`config.mk`:
```
export PLATFORM = sky130hd
export DESIGN_NAME = cpu_step_ctrl_flat
export DESIGN_NICKNAME = d
export VERILOG_FILES = /design/src/rtl/cpu_step_ctrl_if.sv /design/src/rtl/cpu_step_ctrl.sv /design/src/flat_wrapper.sv
export SDC_FILE = /design/constraint.sdc
export NUM_CORES = 1
export LEC_CHECK = 0
export CORE_ASPECT_RATIO = 1.1
export CORE_MARGIN = 5
export CORE_UTILIZATION = 30
export DETAILED_ROUTE_END_ITERATION = 10
export DONT_BUFFER_PORTS = 1
export PLACE_DENSITY = 0.43
export SYNTH_ARGS = -nofsm -noshare
export SYNTH_HDL_FRONTEND = slang
export SYNTH_SLANG_ARGS = --single-unit
```
`constraint.sdc`:
```
create_clock -name Clock -period 5.4 [get_ports Clock]
set_input_delay 1.08 -clock Clock [delete_from_list [all_inputs] [get_ports Clock]]
set_output_delay 1.08 -clock Clock [all_outputs]
set_load 0.01 [all_outputs]
```
`src/rtl/cpu_step_ctrl_if.sv`:
```
// cpu_step_ctrl_if: signal bundle between the board button/switch logic and the
// processor step controller.
//
// Signals:
//   step_pulse  one-cycle step request from the debouncer
//   run_mode    level switch: 1 = free run, 0 = single-step
//   halt_req    level from the core (breakpoint/ecall), stops free run
//   cpu_en      clock-enable to the processor
//   busy        controller is not idle
//   step_led    stretched indication of an accepted step
//   step_count  number of completed single steps (wraps)
//
// Modports:
//   master  drives the requests, observes the controller outputs
//   slave   the controller itself
interface cpu_step_ctrl_if #(
    parameter int unsigned CNT_W = 16
);
    logic             step_pulse;
    logic             run_mode;
    logic             halt_req;
    logic             cpu_en;
    logic             busy;
    logic             step_led;
    logic [CNT_W-1:0] step_count;

    modport master (
        output step_pulse,
        output run_mode,
        output halt_req,
        input  cpu_en,
        input  busy,
        input  step_led,
        input  step_count
    );

    modport slave (
        input  step_pulse,
        input  run_mode,
        input  halt_req,
        output cpu_en,
        output busy,
        output step_led,
        output step_count
    );
endinterface

```
`src/rtl/cpu_step_ctrl.sv`:
```
// cpu_step_ctrl: turns debounced step pulses and the run/halt levels into a
// clock-enable for the RV32I core, plus a stretched step LED and a counter of
// completed single steps.
//
// Ports:
//   Clock   system clock, all logic on the rising edge
//   Reset   synchronous, active-high
//   bus     cpu_step_ctrl_if.slave (step_pulse, run_mode, halt_req in;
//           cpu_en, busy, step_led, step_count out)
//
// Parameters:
//   STEP_CYCLES  cpu_en cycles per accepted step pulse (>=1)
//   RUN_DIV      in run mode cpu_en is high one cycle in RUN_DIV (>=1)
//   LED_TICKS    cycles step_led stays high after an accepted step (>=1)
//   CNT_W        width of step_count
module cpu_step_ctrl #(
    parameter int unsigned STEP_CYCLES = 1,
    parameter int unsigned RUN_DIV     = 1,
    parameter int unsigned LED_TICKS   = 12500000,
    parameter int unsigned CNT_W       = 16
) (
    input logic            Clock,
    input logic            Reset,
    cpu_step_ctrl_if.slave bus
);

    localparam int unsigned STEP_W = (STEP_CYCLES > 1) ? $clog2(STEP_CYCLES) : 1;
    localparam int unsigned DIV_W  = (RUN_DIV > 1) ? $clog2(RUN_DIV) : 1;
    localparam int unsigned LED_W  = $clog2(LED_TICKS + 1);

    localparam logic [STEP_W-1:0] STEP_LOAD = STEP_W'(STEP_CYCLES - 1);
    localparam logic [DIV_W-1:0]  DIV_LAST  = DIV_W'(RUN_DIV - 1);
    localparam logic [LED_W-1:0]  LED_LOAD  = LED_W'(LED_TICKS);

    localparam logic [1:0] IDLE   = 2'd0;
    localparam logic [1:0] STEP   = 2'd1;
    localparam logic [1:0] RUN    = 2'd2;
    localparam logic [1:0] HALTED = 2'd3;

    logic [1:0]        state_q,    state_d;
    logic [STEP_W-1:0] step_cnt_q, step_cnt_d;
    logic [DIV_W-1:0]  div_cnt_q,  div_cnt_d;
    logic [LED_W-1:0]  led_cnt_q,  led_cnt_d;
    logic [CNT_W-1:0]  count_q,    count_d;

    always_comb begin
        state_d    = state_q;
        step_cnt_d = step_cnt_q;
        // div_cnt only runs inside RUN, so every RUN entry starts at phase 0
        div_cnt_d  = '0;
        count_d    = count_q;
        led_cnt_d  = (led_cnt_q != '0) ? led_cnt_q - LED_W'(1) : '0;

        case (state_q)
            IDLE: begin
                // run_mode wins over a simultaneous step pulse; the pulse is dropped
                if (bus.run_mode && !bus.halt_req) begin
                    state_d = RUN;
                end else if (bus.step_pulse) begin
                    state_d    = STEP;
                    step_cnt_d = STEP_LOAD;
                    led_cnt_d  = LED_LOAD;
                end
            end
            STEP: begin
                // all inputs ignored: a step always runs to completion
                if (step_cnt_q == '0) begin
                    state_d = IDLE;
                    count_d = count_q + CNT_W'(1);
                end else begin
                    step_cnt_d = step_cnt_q - STEP_W'(1);
                end
            end
            RUN: begin
                div_cnt_d = (div_cnt_q == DIV_LAST) ? '0 : div_cnt_q + DIV_W'(1);
                if (bus.halt_req) begin
                    state_d = HALTED;
                end else if (!bus.run_mode) begin
                    state_d = IDLE;
                end
            end
            HALTED: begin
                if (!bus.run_mode) begin
                    state_d = IDLE;
                end
            end
            default: state_d = IDLE;
        endcase
    end

    always_ff @(posedge Clock) begin
        if (Reset) begin
            state_q    <= IDLE;
            step_cnt_q <= '0;
            div_cnt_q  <= '0;
            led_cnt_q  <= '0;
            count_q    <= '0;
        end else begin
            state_q    <= state_d;
            step_cnt_q <= step_cnt_d;
            div_cnt_q  <= div_cnt_d;
            led_cnt_q  <= led_cnt_d;
            count_q    <= count_d;
        end
    end

    assign bus.cpu_en     = (state_q == STEP) || ((state_q == RUN) && (div_cnt_q == '0));
    assign bus.busy       = (state_q != IDLE);
    assign bus.step_led   = (led_cnt_q != '0);
    assign bus.step_count = count_q;

endmodule
```
`src/flat_wrapper.sv`:
```
// flat-port wrapper written by rule: the top's interface ports become plain ports
module cpu_step_ctrl_flat 
#(
    parameter int unsigned STEP_CYCLES = 1,
    parameter int unsigned RUN_DIV     = 1,
    parameter int unsigned LED_TICKS   = 12500000,
    parameter int unsigned CNT_W       = 16
)
  (Clock, Reset, bus_step_pulse, bus_run_mode, bus_halt_req, bus_cpu_en, bus_busy, bus_step_led, bus_step_count);
  cpu_step_ctrl_if #(.CNT_W(CNT_W)) bus_i ();
  input logic Clock;
  input logic Reset;
  input wire logic [$bits(bus_i.step_pulse)-1:0] bus_step_pulse;
  input wire logic [$bits(bus_i.run_mode)-1:0] bus_run_mode;
  input wire logic [$bits(bus_i.halt_req)-1:0] bus_halt_req;
  output wire logic [$bits(bus_i.cpu_en)-1:0] bus_cpu_en;
  output wire logic [$bits(bus_i.busy)-1:0] bus_busy;
  output wire logic [$bits(bus_i.step_led)-1:0] bus_step_led;
  output wire logic [$bits(bus_i.step_count)-1:0] bus_step_count;
  assign bus_i.step_pulse = bus_step_pulse;
  assign bus_i.run_mode = bus_run_mode;
  assign bus_i.halt_req = bus_halt_req;
  assign bus_cpu_en = bus_i.cpu_en;
  assign bus_busy = bus_i.busy;
  assign bus_step_led = bus_i.step_led;
  assign bus_step_count = bus_i.step_count;
  cpu_step_ctrl #(.STEP_CYCLES(STEP_CYCLES), .RUN_DIV(RUN_DIV), .LED_TICKS(LED_TICKS), .CNT_W(CNT_W)) u_core (.Clock(Clock), .Reset(Reset), .bus(bus_i));
endmodule
```
# ---- After elaboration in Yosys (flattened, before gate mapping)
# Index checks and enable logic that the tools add are counted.
dict set report op_classes {
  n_reduce_logical 12
  n_addsub 4
  shifts 0
  bitwise_logic 3
  n_lt_le_gt_ge 0
  eq_ne 7
  multipliers 0
  n_div 0
  n_mux 14
}
# op count
set ops {}
lappend ops {{2-to-1 mux 24 bit} 4}
lappend ops {{nonzero test 24 bit} 1}
lappend ops {{subtractor 24 x 1 -> 24 bit, second input constant} 1}
lappend ops {{adder 16 x 1 -> 16 bit, second input constant} 1}
lappend ops {{2-to-1 mux 2 bit} 5}
lappend ops {{one-hot mux 2 bit (4 select lines)} 1}
lappend ops {{inequality test 2 bit, second input constant} 3}
lappend ops {{equality test 2 bit, second input constant} 2}
lappend ops {{AND reduction 2 bit} 2}
lappend ops {{nonzero test 2 bit} 2}
lappend ops {{2-to-1 mux 1 bit} 3}
lappend ops {{inequality test 3 x 2 -> 1 bit, second input constant} 1}
lappend ops {{NOT 1 bit} 3}
lappend ops {{AND reduction 3 bit} 1}
lappend ops {{OR reduction 3 bit} 1}
lappend ops {{equality test 2 x 1 -> 1 bit, second input constant} 1}
lappend ops {{logical AND 1 bit} 2}
lappend ops {{logical NOT 2 bit} 1}
lappend ops {{one-hot mux 1 bit (2 select lines)} 1}
lappend ops {{adder 1 bit, second input constant} 1}
lappend ops {{logical NOT 1 bit} 1}
lappend ops {{logical OR 1 bit} 1}
lappend ops {{subtractor 1 bit, second input constant} 1}
dict set report word_totals {
  mem_bits_ro 0
  latch_bits 0
  in_bits 5
  word_cells 45
  memories 0
  ramBits 0
  out_inout_bits 19
  regBits 44
}

# ---- Longest topological paths before layout
dict set report logic_depth {
  depth_word 5
  depth_mapped 8
  ltp_nobuf 7
}

# ---- Worst setup path after synthesis
# OpenSTA, ideal clock, no wires.
dict set report synth_timing {
  path_type {register -> output}
  startpoint {register u_core.led_cnt_q[12]}
  endpoint {output bus_step_led}
  arrival_ps 1758
  stages_incl_launch_ff 5
  t_required_ps 4320
  n_path_buf 1
  setup_slack_ps 2562
  cell_sequence {dfxtp_1 > or4_4 > or3_1 > buf_2 > or3b_4}
}
dict set report synth_between {
  elab_chain_len 1
}
# element line_no
set synth_rtl {}
lappend synth_rtl {{start: declaration} cpu_step_ctrl.sv:43} ;# logic [LED_W-1:0] led_cnt_q, led_cnt_d;
lappend synth_rtl {{start signal: assignment} cpu_step_ctrl.sv:102} ;# led_cnt_q <= led_cnt_d;
lappend synth_rtl {{nonzero test 24 bit} cpu_step_ctrl.sv:109} ;# assign bus.step_led = (led_cnt_q != '0);
lappend synth_rtl {{end: declaration} flat_wrapper.sv:18} ;# output wire logic [$bits(bus_i.step_led)-1:0] bus_step_led;
# Every way passes these cells.

# ---- Final worst setup path
dict set report layout_timing {
  startpoint {register u_core.led_cnt_q[0]}
  endpoint {output bus_step_led}
}
# Same word-level chain as after synthesis.

==> impl_results.html <==
<table>
<tr><th>Metric</th><th>Value</th></tr>
<tr><th colspan="2">Detailed routing</th></tr>
<tr><td>Post-route DRC violation count</td><td>0</td></tr>
<tr><td>Total via count after detailed routing</td><td>1432</td></tr>
<tr><td>Drt via density</td><td>4.742</td></tr>
<tr><td>Avg WL per Cell</td><td>12.73 um</td></tr>
<tr><td>Iter 0 DRT Violations</td><td>53</td></tr>
<tr><td>Antenna violation net count after detailed routing</td><td>0</td></tr>
<tr><td>Pre-Repair DR Iteration Count</td><td>4</td></tr>
<tr><td>Total routed wirelength</td><td>3.845 mm</td></tr>
<tr><th colspan="2">Critical path</th></tr>
<tr><td>Delay of the slowest critical-path stage</td><td>0.60 ns</td></tr>
<tr><td>Highest fanout seen on the critical path</td><td>5</td></tr>
<tr><td>Series of cell instances along the critical path</td><td>inv_1, ha_1, or4b_2, nor3_1, or3b_4</td></tr>
<tr><td>Startpoint of the most critical setup path</td><td>u_core.led_cnt_q[0]</td></tr>
<tr><td>Setup crit end kind</td><td>primary output</td></tr>
<tr><td>Startpoint kind of the worst setup timing path</td><td>flip-flop</td></tr>
<tr><td>Reg2reg start</td><td>u_core.led_cnt_q[0]</td></tr>
<tr><td>Cell with the largest stage delay on the worst path</td><td>sky130_fd_sc_hd__or4b_2</td></tr>
<tr><td>Startpoint-to-endpoint class of the critical path</td><td>reg2out</td></tr>
<tr><td>Required time at the worst-slack endpoint</td><td>4.32 ns</td></tr>
<tr><td>Data arrival time at the worst-slack endpoint</td><td>2.17 ns</td></tr>
<tr><th colspan="2">Floorplanning</th></tr>
<tr><td>Die footprint</td><td>8333 um2</td></tr>
<tr><td>Horizontal die dimension</td><td>87.50 um</td></tr>
<tr><td>Starting density of the core</td><td>0.3041</td></tr>
<tr><td>Core outline area</td><td>6516 um2</td></tr>
<tr><td>Number of I/O pins</td><td>24</td></tr>
<tr><td>Vert. Die Dim</td><td>95.25 um</td></tr>
<tr><td>Placement Rows</td><td>31</td></tr>
<tr><th colspan="2">GRT</th></tr>
<tr><td>Pin count of the biggest net entering global routing</td><td>25</td></tr>
<tr><td>First-pass GRT wire length</td><td>6.679 mm</td></tr>
<tr><td>Gr ovfl total</td><td>0</td></tr>
<tr><td>Vias in the first global route</td><td>1453</td></tr>
<tr><td>Initial antenna violation count</td><td>0</td></tr>
<tr><td>Overall routing resource usage</td><td>0.1007</td></tr>
<tr><th colspan="2">Placement</th></tr>
<tr><td>Count of input and output buffers</td><td>0</td></tr>
<tr><td>Placed Cells incl. Taps</td><td>294</td></tr>
<tr><td>Final weighted congestion in routability-driven placement</td><td>0.6805</td></tr>
<tr><td>Post-Place Cell Area</td><td>2033 um2</td></tr>
<tr><td>Hpwl dp</td><td>2.731 mm</td></tr>
<tr><th colspan="2">STA</th></tr>
<tr><td>Final sum of negative setup slack</td><td>0 ns</td></tr>
<tr><td>Final worst path period need</td><td>3.249 ns</td></tr>
<tr><td>Final Cycle Share</td><td>0.6017</td></tr>
<tr><td>Worst-case clock skew</td><td>0.007557 ns</td></tr>
<tr><td>Number of failing hold endpoints at the final stage</td><td>0</td></tr>
<tr><td>Setup repair after global routing missed its margin</td><td>false</td></tr>
<tr><td>Highest clock frequency the design can meet</td><td>307.8 MHz</td></tr>
<tr><td>Setup-violating endpoint count in the final report</td><td>0</td></tr>
<tr><td>Worst slew pin tran</td><td>0.7784 ns</td></tr>
<tr><td>Max-slew violation total from the final report</td><td>0</td></tr>
<tr><td>Max transition margin</td><td>0.4763</td></tr>
<tr><th colspan="2">Yosys</th></tr>
<tr><td>Count of yosys warnings during synthesis</td><td>0</td></tr>
<tr><td>Area share of xor/xnor cells in the synthesized design</td><td>0.1326</td></tr>
<tr><td>Post-synthesis share of cell area spent on and, or, nand and nor gates</td><td>0.2664</td></tr>
<tr><td>Cell area after synthesis</td><td>1982 um2</td></tr>
<tr><td>Yosys reg bits</td><td>43</td></tr>
<tr><td>Fraction of synthesized area in multiplexers</td><td>0.02083</td></tr>
<tr><td>Post-synthesis share of cell area spent on full adders, half adders and majority gates</td><td>0.01894</td></tr>
<tr><td>Number of distinct standard cells referenced by the synthesized netlist</td><td>39</td></tr>
<tr><td>Dominant combinational cell family by area after synthesis</td><td>simple AND/OR/NAND/NOR gates</td></tr>
<tr><td>Total nets after synthesis</td><td>227</td></tr>
<tr><td>Synth Area in Compound Gates</td><td>0.08965</td></tr>
<tr><td>Mean Syn Cell Area</td><td>9.050 um2</td></tr>
<tr><td>Synth Instances</td><td>219</td></tr>
<tr><td>Sequential cell area fraction in the yosys report</td><td>0.4343</td></tr>
<tr><th colspan="2">Clocking</th></tr>
<tr><td>Library cell used as clock root buffer</td><td>sky130_fd_sc_hd__clkbuf_8</td></tr>
<tr><td>Clock edge transition at the registers on the reported setup and hold paths</td><td>0.08 ns</td></tr>
<tr><td>Maximum count of clock buffers along a single path</td><td>2</td></tr>
<tr><td>Number of clock sinks</td><td>43</td></tr>
<tr><td>Total of cells resized after clock tree synthesis</td><td>0</td></tr>
<tr><td>Worst-Skew Late Latency</td><td>0.29 ns</td></tr>
<tr><td>Number of buffers added by the clock tree synthesis step</td><td>5</td></tr>
<tr><td>CTS tree</td><td>done</td></tr>
<tr><td>Hold buffers post-CTS</td><td>0</td></tr>
<tr><td>Post-CTS setup buffers</td><td>0</td></tr>
<tr><td>Maximum level of the CTS H-tree</td><td>2</td></tr>
<tr><th colspan="2">Pwr</th></tr>
<tr><td>Leakage power of the design</td><td>0.7568 nW</td></tr>
<tr><td>Post-layout total power</td><td>0.8254 mW</td></tr>
<tr><td>Power Dens Cells</td><td>390.3 nW/um2</td></tr>
<tr><td>Peak supply drop</td><td>168.2 uV</td></tr>
<tr><th colspan="2">Finish</th></tr>
<tr><td>Count of antenna diodes in the layout</td><td>0</td></tr>
<tr><td>Most common cell after layout, fill and taps aside</td><td>sky130_fd_sc_hd__dfxtp_1</td></tr>
<tr><td>Core utilization of the finished layout</td><td>0.3245</td></tr>
<tr><td>Area of all placed cells without fillers</td><td>2115 um2</td></tr>
<tr><td>Final-stage net count</td><td>227</td></tr>
<tr><td># fillers</td><td>706</td></tr>
<tr><td>Leading cell types in the layout, fill and taps excluded</td><td>43 x sky130_fd_sc_hd__dfxtp_1, 39 x sky130_fd_sc_hd__nor2_1, 18 x sky130_fd_sc_hd__xnor2_1</td></tr>
<tr><td>Non-filler instance count after layout</td><td>302</td></tr>
<tr><td>Share of cells above drive strength 1</td><td>0.1136</td></tr>
<tr><td>Layout Area Growth over Synthesis</td><td>6.692%</td></tr>
<tr><th colspan="2">Min path</th></tr>
<tr><td>Launch instance of the worst min-delay path</td><td>u_core.led_cnt_q[7]</td></tr>
<tr><td>Worst Hold Class</td><td>reg2reg</td></tr>
<tr><th colspan="2">Run</th></tr>
<tr><td>Count of max-cap constraint violations</td><td>0</td></tr>
<tr><th colspan="2">Status</th></tr>
<tr><td>Run status</td><td>finished, final reports clean</td></tr>
</table>
==> layout make-up <==
cell class                      count  area, um2  share of cell area
Tap cell                           82      102.6             0.04852
Multi-Input combinational cell    164       1051              0.4970
Clock buffer                        7      76.32             0.03609
Clock inverter                      1      5.005            0.002367
Sequential cell                    43      860.8              0.4071
Inverter                            5      18.77            0.008876
==> where the power goes <==
part	switching, mW	internal, mW	leakage, nW
Clock	0.109	0.0910	0.0422
Combinational	0.119	0.0988	0.362
Sequential	0.0458	0.362	0.352
Total	0.274	0.551	0.757
==> worst max-delay path: cells and delay by family (launching register included) <==
kind / cells / cell delay, ns
and+or+nand+nor: 3 / 1.31
DFF: 1 / 0.35
adders and majority gates: 1 / 0.13
buffers and inverters: 1 / 0.09
==> cells by family (layout without fill, tap and decap cells) <==
kind of cell | count (synthesis) | in the layout
AOI/OAI and AO/OA | 25 | 25
xor gates and xnor gates | 30 | 30
adders and majority gates | 3 | 3
buffers and inverters | 12 | 13
DFF | 43 | 43
muxes | 4 | 4
other | 1 | 1
and+or+nand+nor | 101 | 101
==> worst paths after layout <==
check,to,slack [ns],cells past startpoint
min,u_core.led_cnt_q[7],0.47,2
min reg2reg,u_core.led_cnt_q[7],0.47,2
max reg2reg,u_core.led_cnt_q[16],3.06,7
max,bus_step_led,2.15,5
==> per-layer routing <==
layer	part of all wire	vias to the layer above	track usage
met5	0	-	0
met4	0.011	0	0.03836
met3	0.052	5	0.03630
met2	0.46	23	0.1608
met1	0.48	652	0.1233
li1	-	752	-
==> cell usage after synthesis <==
| master | instances | share of area |
|---|---|---|
| sky130_fd_sc_hd__a21oi_1 | 9 | 0.023 |
| sky130_fd_sc_hd__a21oi_2 | 1 | 0.0044 |
| sky130_fd_sc_hd__and3_1 | 2 | 0.0063 |
| sky130_fd_sc_hd__and4_1 | 2 | 0.0088 |
| sky130_fd_sc_hd__buf_1 | 1 | 0.0019 |
| sky130_fd_sc_hd__buf_12 | 1 | 0.010 |
| sky130_fd_sc_hd__buf_2 | 1 | 0.0025 |
| sky130_fd_sc_hd__buf_6 | 1 | 0.0057 |
| sky130_fd_sc_hd__clkbuf_1 | 3 | 0.0057 |
| sky130_fd_sc_hd__conb_1 | 1 | 0.0019 |
| sky130_fd_sc_hd__dfxtp_1 | 43 | 0.43 |
| sky130_fd_sc_hd__ha_1 | 3 | 0.019 |
| sky130_fd_sc_hd__inv_1 | 5 | 0.0095 |
| sky130_fd_sc_hd__mux2_2 | 1 | 0.0057 |
| sky130_fd_sc_hd__mux2i_1 | 3 | 0.015 |
| sky130_fd_sc_hd__nand2_1 | 10 | 0.019 |
| sky130_fd_sc_hd__nand2b_1 | 1 | 0.0032 |
| sky130_fd_sc_hd__nand2b_4 | 1 | 0.0069 |
| sky130_fd_sc_hd__nand3_1 | 7 | 0.018 |
| sky130_fd_sc_hd__nand3b_2 | 1 | 0.0057 |
| sky130_fd_sc_hd__nand4_1 | 5 | 0.016 |
| sky130_fd_sc_hd__nor2_1 | 39 | 0.074 |
| sky130_fd_sc_hd__nor2b_1 | 2 | 0.0063 |
| sky130_fd_sc_hd__nor3_1 | 8 | 0.020 |
| sky130_fd_sc_hd__nor3b_1 | 3 | 0.011 |
| sky130_fd_sc_hd__nor4_1 | 7 | 0.022 |
| sky130_fd_sc_hd__o21ai_0 | 2 | 0.0051 |
| sky130_fd_sc_hd__o21ai_2 | 9 | 0.040 |
| sky130_fd_sc_hd__o311a_1 | 1 | 0.0051 |
| sky130_fd_sc_hd__o31ai_1 | 1 | 0.0038 |
| sky130_fd_sc_hd__o41ai_1 | 2 | 0.0088 |
| sky130_fd_sc_hd__or2_2 | 3 | 0.0095 |
| sky130_fd_sc_hd__or3_1 | 5 | 0.016 |
| sky130_fd_sc_hd__or3b_4 | 1 | 0.0057 |
| sky130_fd_sc_hd__or4_1 | 2 | 0.0076 |
| sky130_fd_sc_hd__or4_4 | 1 | 0.0057 |
| sky130_fd_sc_hd__or4b_2 | 1 | 0.0051 |
| sky130_fd_sc_hd__xnor2_1 | 18 | 0.080 |
| sky130_fd_sc_hd__xor2_1 | 12 | 0.053 |
==> registers in the layout (all words and copies together), names as in the netlist <==
| signal | cells |
|---|---|
| u_core.bus.step_count | 16 |
| u_core.led_cnt_q | 24 |
| u_core.state_q | 2 |
| u_core.div_cnt_q | 1 |
==> per-stage QoR <==
stage                     hold slack (ns)  setup slack (ns)
after floorplan                    0.4326             2.562
after global placement             0.4590             2.488
after detailed placement           0.4540             2.464
after CTS                          0.4762             2.121
after global routing               0.5017             1.994
final                              0.4709             2.151
No activity file was read; power rests on OpenSTA's default activity.
